===== config.mk =====
export PLATFORM = sky130hd
export DESIGN_NAME = l2_set_reader
export DESIGN_NICKNAME = d
export VERILOG_FILES = /design/src/rtl/l2_set_reader.sv
export SDC_FILE = /design/constraint.sdc
export NUM_CORES = 2
export LEC_CHECK = 0
export CORE_UTILIZATION = 50
export DETAILED_ROUTE_END_ITERATION = 10
export PLACE_DENSITY = 0.72
export SLEW_MARGIN = 20
export SYNTH_ARGS = -nofsm -noshare
export SYNTH_HDL_FRONTEND = slang
export SYNTH_SLANG_ARGS = --single-unit
export TNS_END_PERCENT = 10

===== constraint.sdc =====
create_clock -name clk -period 11.2 [get_ports clk]
set_input_delay 2.24 -clock clk [delete_from_list [all_inputs] [get_ports clk]]
set_output_delay 2.24 -clock clk [all_outputs]
set_load 0.005 [all_outputs]

===== src/rtl/l2_set_reader.sv =====
// l2_set_reader: upstream stage of the L2 lookup.
// Accepts a set-read request, strobes the tag/state SRAM, waits out the SRAM
// latency and then holds tags, states and the eviction way for the lookup
// stage until a lookup_en pulse consumes them. Also owns the per-set
// round-robin eviction pointers.
// Optional feature: define L2_SET_READER_FWD_EN to add a write port whose
// writes to the in-flight set are merged into the buffers.
module l2_set_reader #(
    parameter int L2_WAYS        = 8,
    parameter int WORDS_PER_LINE = 4,
    parameter int L2_SETS        = 256,
    parameter int TAG_BITS       = 20,
    parameter int STATE_BITS     = 3,
    parameter int SRAM_LAT       = 1,
    localparam int SET_BITS      = $clog2(L2_SETS),
    localparam int WAY_BITS      = $clog2(L2_WAYS),
    localparam int LINE_ST_BITS  = WORDS_PER_LINE * STATE_BITS,
    localparam int TAGV_BITS     = L2_WAYS * TAG_BITS,
    localparam int STV_BITS      = L2_WAYS * LINE_ST_BITS
) (
    input  logic                 clk,
    input  logic                 rst,
    input  logic                 rd_req_valid,
    output logic                 rd_req_ready,
    input  logic [SET_BITS-1:0]  rd_req_set,
    output logic                 sram_rd_en,
    output logic [SET_BITS-1:0]  sram_rd_set,
    input  logic [TAGV_BITS-1:0] sram_tags_q,
    input  logic [STV_BITS-1:0]  sram_states_q,
    output logic                 bufs_valid,
    input  logic                 lookup_en,
    output logic [TAGV_BITS-1:0] tags_buf,
    output logic [STV_BITS-1:0]  states_buf,
    output logic [WAY_BITS-1:0]  evict_way_buf,
    input  logic                 evict_adv,
    input  logic [SET_BITS-1:0]  evict_adv_set
`ifdef L2_SET_READER_FWD_EN
    ,
    input  logic                    wr_en,
    input  logic [SET_BITS-1:0]     wr_set,
    input  logic [WAY_BITS-1:0]     wr_way,
    input  logic [TAG_BITS-1:0]     wr_tag,
    input  logic [LINE_ST_BITS-1:0] wr_states
`endif
);

    localparam int CNT_BITS = $clog2(SRAM_LAT + 1);

    typedef enum logic [1:0] {
        IDLE,
        RD,
        HOLD
    } state_t;

    state_t               state_q, state_d;
    logic [CNT_BITS-1:0]  cnt_q, cnt_d;
    logic [SET_BITS-1:0]  set_q;
    logic                 accept;
    logic                 capture;
    logic [WAY_BITS-1:0]  evict_ptr [L2_SETS];
    logic                 adv_hit;
    logic [WAY_BITS-1:0]  ptr_for_buf;
    logic [TAGV_BITS-1:0] cap_tags;
    logic [STV_BITS-1:0]  cap_states;

    // Next state, latency countdown and request handshake; nothing is
    // accepted while reset is held so every output reads 0 in reset
    always_comb begin
        state_d      = state_q;
        cnt_d        = cnt_q;
        rd_req_ready = 1'b0;
        sram_rd_en   = 1'b0;
        sram_rd_set  = '0;
        accept       = 1'b0;
        capture      = 1'b0;
        case (state_q)
            IDLE: rd_req_ready = 1'b1;
            RD: begin
                cnt_d = cnt_q - CNT_BITS'(1);
                if (cnt_d == '0) begin
                    capture = 1'b1;
                    state_d = HOLD;
                end
            end
            HOLD: begin
                rd_req_ready = lookup_en;
                if (lookup_en) state_d = IDLE;
            end
            default: state_d = IDLE;
        endcase
        if (!rst) rd_req_ready = 1'b0;
        accept = rd_req_valid & rd_req_ready;
        if (accept) begin
            sram_rd_en  = 1'b1;
            sram_rd_set = rd_req_set;
            state_d     = RD;
            cnt_d       = CNT_BITS'(SRAM_LAT);
        end
    end

    // FSM state and latency counter registers
    always_ff @(posedge clk or negedge rst) begin
        if (!rst) begin
            state_q <= IDLE;
            cnt_q   <= '0;
        end else begin
            state_q <= state_d;
            cnt_q   <= cnt_d;
        end
    end

    // Per-set round-robin eviction pointer; natural wrap since ways is a power of 2
    always_ff @(posedge clk or negedge rst) begin
        if (!rst) begin
            for (int i = 0; i < L2_SETS; i++) evict_ptr[i] <= '0;
        end else if (evict_adv) begin
            evict_ptr[evict_adv_set] <= evict_ptr[evict_adv_set] + WAY_BITS'(1);
        end
    end

    assign adv_hit     = evict_adv && (evict_adv_set == set_q);
    assign ptr_for_buf = adv_hit ? evict_ptr[set_q] + WAY_BITS'(1) : evict_ptr[set_q];

`ifdef L2_SET_READER_FWD_EN
    logic                 wr_hit;
    logic [L2_WAYS-1:0]   pend_q;
    logic [TAGV_BITS-1:0] merged_tags;
    logic [STV_BITS-1:0]  merged_states;

    assign wr_hit = wr_en && (wr_set == set_q) && (state_q == RD || state_q == HOLD);

    // Buffer contents with this cycle's write to the latched set folded in
    always_comb begin
        merged_tags   = tags_buf;
        merged_states = states_buf;
        if (wr_hit) begin
            merged_tags[wr_way*TAG_BITS +: TAG_BITS]           = wr_tag;
            merged_states[wr_way*LINE_ST_BITS +: LINE_ST_BITS] = wr_states;
        end
    end

    // Capture data: SRAM output except for ways written since the read began
    always_comb begin
        cap_tags   = sram_tags_q;
        cap_states = sram_states_q;
        for (int w = 0; w < L2_WAYS; w++) begin
            if (pend_q[w] || (wr_hit && wr_way == WAY_BITS'(w))) begin
                cap_tags[w*TAG_BITS +: TAG_BITS]           = merged_tags[w*TAG_BITS +: TAG_BITS];
                cap_states[w*LINE_ST_BITS +: LINE_ST_BITS] = merged_states[w*LINE_ST_BITS +: LINE_ST_BITS];
            end
        end
    end

    // Remember which ways were written while the SRAM read is in flight
    always_ff @(posedge clk or negedge rst) begin
        if (!rst) begin
            pend_q <= '0;
        end else if (accept) begin
            pend_q <= '0;
        end else if (wr_hit && state_q == RD) begin
            pend_q[wr_way] <= 1'b1;
        end
    end
`else
    assign cap_tags   = sram_tags_q;
    assign cap_states = sram_states_q;
`endif

    // Latched set, output buffers and their valid flag
    always_ff @(posedge clk or negedge rst) begin
        if (!rst) begin
            set_q         <= '0;
            bufs_valid    <= 1'b0;
            tags_buf      <= '0;
            states_buf    <= '0;
            evict_way_buf <= '0;
        end else begin
            if (accept) begin
                set_q      <= rd_req_set;
                bufs_valid <= 1'b0;
            end else if (state_q == HOLD && lookup_en) begin
                bufs_valid <= 1'b0;
            end
            if (capture) begin
                tags_buf      <= cap_tags;
                states_buf    <= cap_states;
                evict_way_buf <= ptr_for_buf;
                bufs_valid    <= 1'b1;
            end else begin
                if (state_q == HOLD && adv_hit) evict_way_buf <= ptr_for_buf;
`ifdef L2_SET_READER_FWD_EN
                if (wr_hit) begin
                    tags_buf   <= merged_tags;
                    states_buf <= merged_states;
                end
`endif
            end
        end
    end

endmodule


==> summary.md <==
| Metric | Value |
|---|---|
| Critical hold path startpoint | states_buf[41] |
| Vias/cell | 6.27 |
| Run status | completed |
| Clock insertion delay at the later pin of the skew report | 0.71 ns |
| Library cells used by synthesis | 62 |
| Relative slew slack | 13.5% |
| VDD IR max | 0.000171 V |
| Period utilisation layout | between 60% and 70% |
| Pin count of the biggest net entering global routing | 170 |
| End of the worst hold path | states_buf[41] |
| Unrepaired setup endpoints after global routing | no |
| Top cell type by total area after synthesis | dfrtp_1 |
| Overall power consumption | 12.5 mW |
| Nature of the critical path endpoint | flip-flop |
| Flip-flop cell with the highest count after synthesis | dfrtp_1 |
| Number of H-tree branching levels | 3 |
| Net total in the final layout | 5095 |
| Initial drt markers | 4378 |
| Fin crit period | 7.64 ns |
| Hold-fix buffers, CTS | 0 |
| TritonCTS buffer count | 108 |
| Count of synthesis-stage warnings from yosys | 0 |
| Most numerous cell in the Yosys netlist | nand2_1 |
| Clock transition time at the flip-flop clock pins of the worst setup and hold paths | 0.06 ns |
| Share of cells above drive strength 1 | about 23% |
| Number of flip-flops and latches in the synthesized netlist | 1039 |
| Maximum clock rate | 0.131 GHz |
| PortBufs | 546 |
| Row cnt | 117 |
| Weighted congestion reported at the end of routability-driven placement | 0.942 |
| Antenna violations before repair | 21 |
| Power density over the cells | about 200 nW/um^2 |
| DRC violation count after routing | 0 |
| Initial cell density of the core | 50.6% |
| Maximum count of clock buffers along a single path | 3 |
| R2R setup slack | 5.87 ns |
| Total setup buffers inserted after CTS | 0 |
| Post-Syn Nets | approximately 4700 |
| Die area | approximately 100000 um^2 |
| Post-detailed-route wirelength per cell | 29.1 um |
| Final worst clock skew | 0.0528 ns |
| Share of the synthesized area in the top cell type | between 50% and 60% |
| Die W | about 320 um |
| Worst reg2reg path depth | 13 |
| Top-Level Pins | 547 |
| HPWL after detailed placement | 124000 um |
| Critical Setup Path Class | input pin to flip-flop |
| GRT overflow | 0 |
| Proportion of synthesized flip-flops having asynchronous set or reset | between 90% and 100% |
| Leakage power of the design | 27.6 nW |
| TritonCTS clock tree | built |
| Worst-path maximum fanout | approximately 110 |
| Sink count of the clock tree | 1039 |
| Max Cap Violations | 0 |
| Clock Root Buffer | clkbuf_16 |
| Arrival time of data at the critical path endpoint | 8.13 ns |
| Number of flops mapped to enable cells by yosys | 0 |
| Worst Tran Pin Value | 1.29 ns |
| Synthesis-to-finish area growth | 20.1% |
| Number of instances in the synthesized netlist | 4410 |
| Post-Route Hold Slack | 0.474 ns |
| Cell types with the highest counts after synthesis | nand2_1 (1446), dfrtp_1 (1039), mux4_2 (427), mux2_2 (405), o21ai_0 (329) |
| Required time worst endpoint | 11.69 ns |
| Final-layout setup total negative slack | 0 ns |
| Dominant cells by area after synthesis | dfrtp_1 (50%), mux4_2 (19%), nand2_1 (11%) |
| Number of detailed-route iterations in the first pass | 6 |
| Kind of start point of the critical path | input pin |
| Worst hold path class | flip-flop to flip-flop |
| Vias in the first global route | between 30000 and 40000 |
| Final Routed Wirelength | 183000 um |
| Hold Path Depth | 2 |
| Final hold vios | 0 |
| Netlist Area Pre-Place | 51600 um^2 |
| GRT Util Overall | 35.2% |
| Syn avg cell area | 11.7 um^2 |
| Util after Layout | 60.8% |
| Wire length of the first global-routing pass | 268000 um |
| Number of routed nets with antenna violations | 0 |
| Capturing point of the worst reg2reg path | evict_way_buf[2] |
| DIE HEIGHT | around 320 um |
| Via Count | 39400 |
| Floorplan core area | 102000 um^2 |
| CTS-repair resized insts | 0 |
| Part of the Yosys area used for sequential elements | about half |
| Start of the worst register-to-register path | set_q[0] |
| Final setup fails | 0 |
| Max Slew Vio Count | 0 |
==> sequential cells by signal, indices dropped and copies added (netlist names) <==
name           cells
set_q              8
cnt_q              1
state_q            2
evict_ptr        768
evict_way_buf      3
tags_buf         160
states_buf        96
bufs_valid         1
==> layout by cell type (no fill, tap or decap), types with 57 or more instances in the layout <==
cell and instances:
mux2_2 405, mux2i_1 57, nor2_1 67, clkdlybuf4s50_1 541, nand2_1 1445, buf_4 58, dfrtp_1 1035, clkbuf_16 108
mux4_2 427, o21ai_0 329
==> cell type report <==
type / instances / area, um^2
fill: 7972 / 40000
inverter: 13 / 48.8
clock buffer: 151 / 3060
clock inverter: 52 / 672
antenna: 8 / 20.0
tap: 1368 / 1710
sequential: 1039 / 26000
multi-input combinational: 3041 / 24400
timing repair buffer: 613 / 6100
==> critical path, stage by stage <==
cell     delay [ns]
buf_8          0.47
buf_4          0.71
buf_4          0.62
mux4_2         0.60
mux4_2         0.50
mux4_2         0.47
a21oi_1        0.36
o21ai_0        0.21
ha_4           0.27
xor2_4         0.18
buf_4          0.88
o21ai_0        0.22
==> metal layers <==
layer / track usage [%] / up-vias / share of wire, %
met5: 0 / - / 0.094
met4: 24.0 / 28 / 7.8
met3: 11.3 / 538 / 11
met2: 50.9 / 2185 / 44
met1: 45.3 / 20100 / 37
li1: - / 16500 / -
==> worst max path at each step <==
| stage | start | end | slack, ns | depth (start not counted) |
|---|---|---|---|---|
| detailed placement | evict_adv_set[0] | evict_ptr[127] | 2.68 | 11 |
| global placement | evict_adv_set[0] | evict_ptr[607] | 2.78 | 11 |
| floorplan | evict_adv_set[0] | evict_ptr[611] | 4.90 | 15 |
| global route | evict_adv_set[0] | evict_ptr[164] | 3.31 | 12 |
| finish | evict_adv_set[0] | evict_ptr[482] | 3.56 | 12 |
| CTS | evict_adv_set[0] | evict_ptr[139] | 3.41 | 11 |
==> power by group <==
| group | internal [mW] | total [mW] | switching, mW |
|---|---|---|---|
| clock network | 2.23 | 3.83 | 1.60 |
| registers | 4.35 | 4.84 | 0.491 |
| logic | 1.69 | 3.79 | 2.10 |
| total | 8.27 | 12.5 | 4.19 |
==> kinds of logic (layout without fill, tap and decap cells) <==
group | after synthesis | count (layout) | share of synthesized area (%)
other | 0 | 8 | 0
and+or+nand+nor | 1649 | 1649 | 12.6
xor gates and xnor gates | 9 | 9 | 0.153
DFF | 1039 | 1039 | 50.4
adders and majority gates | 2 | 2 | 0.0485
AOI/OAI and AO/OA | 492 | 492 | 5.48
buffers and inverters | 330 | 829 | 2.81
muxes | 889 | 889 | 28.6
==> per-stage QoR <==
stage	instance area, um^2	setup slack (ns)	std cells
after CTS	61900	3.41	6276
after floorplan	51600	4.90	4410
after global placement	58200	2.78	6073
after global routing	62000	3.31	6280
final	62000	3.56	6285
after detailed placement	58200	2.68	6073
(Power assumes the default switching activity.)
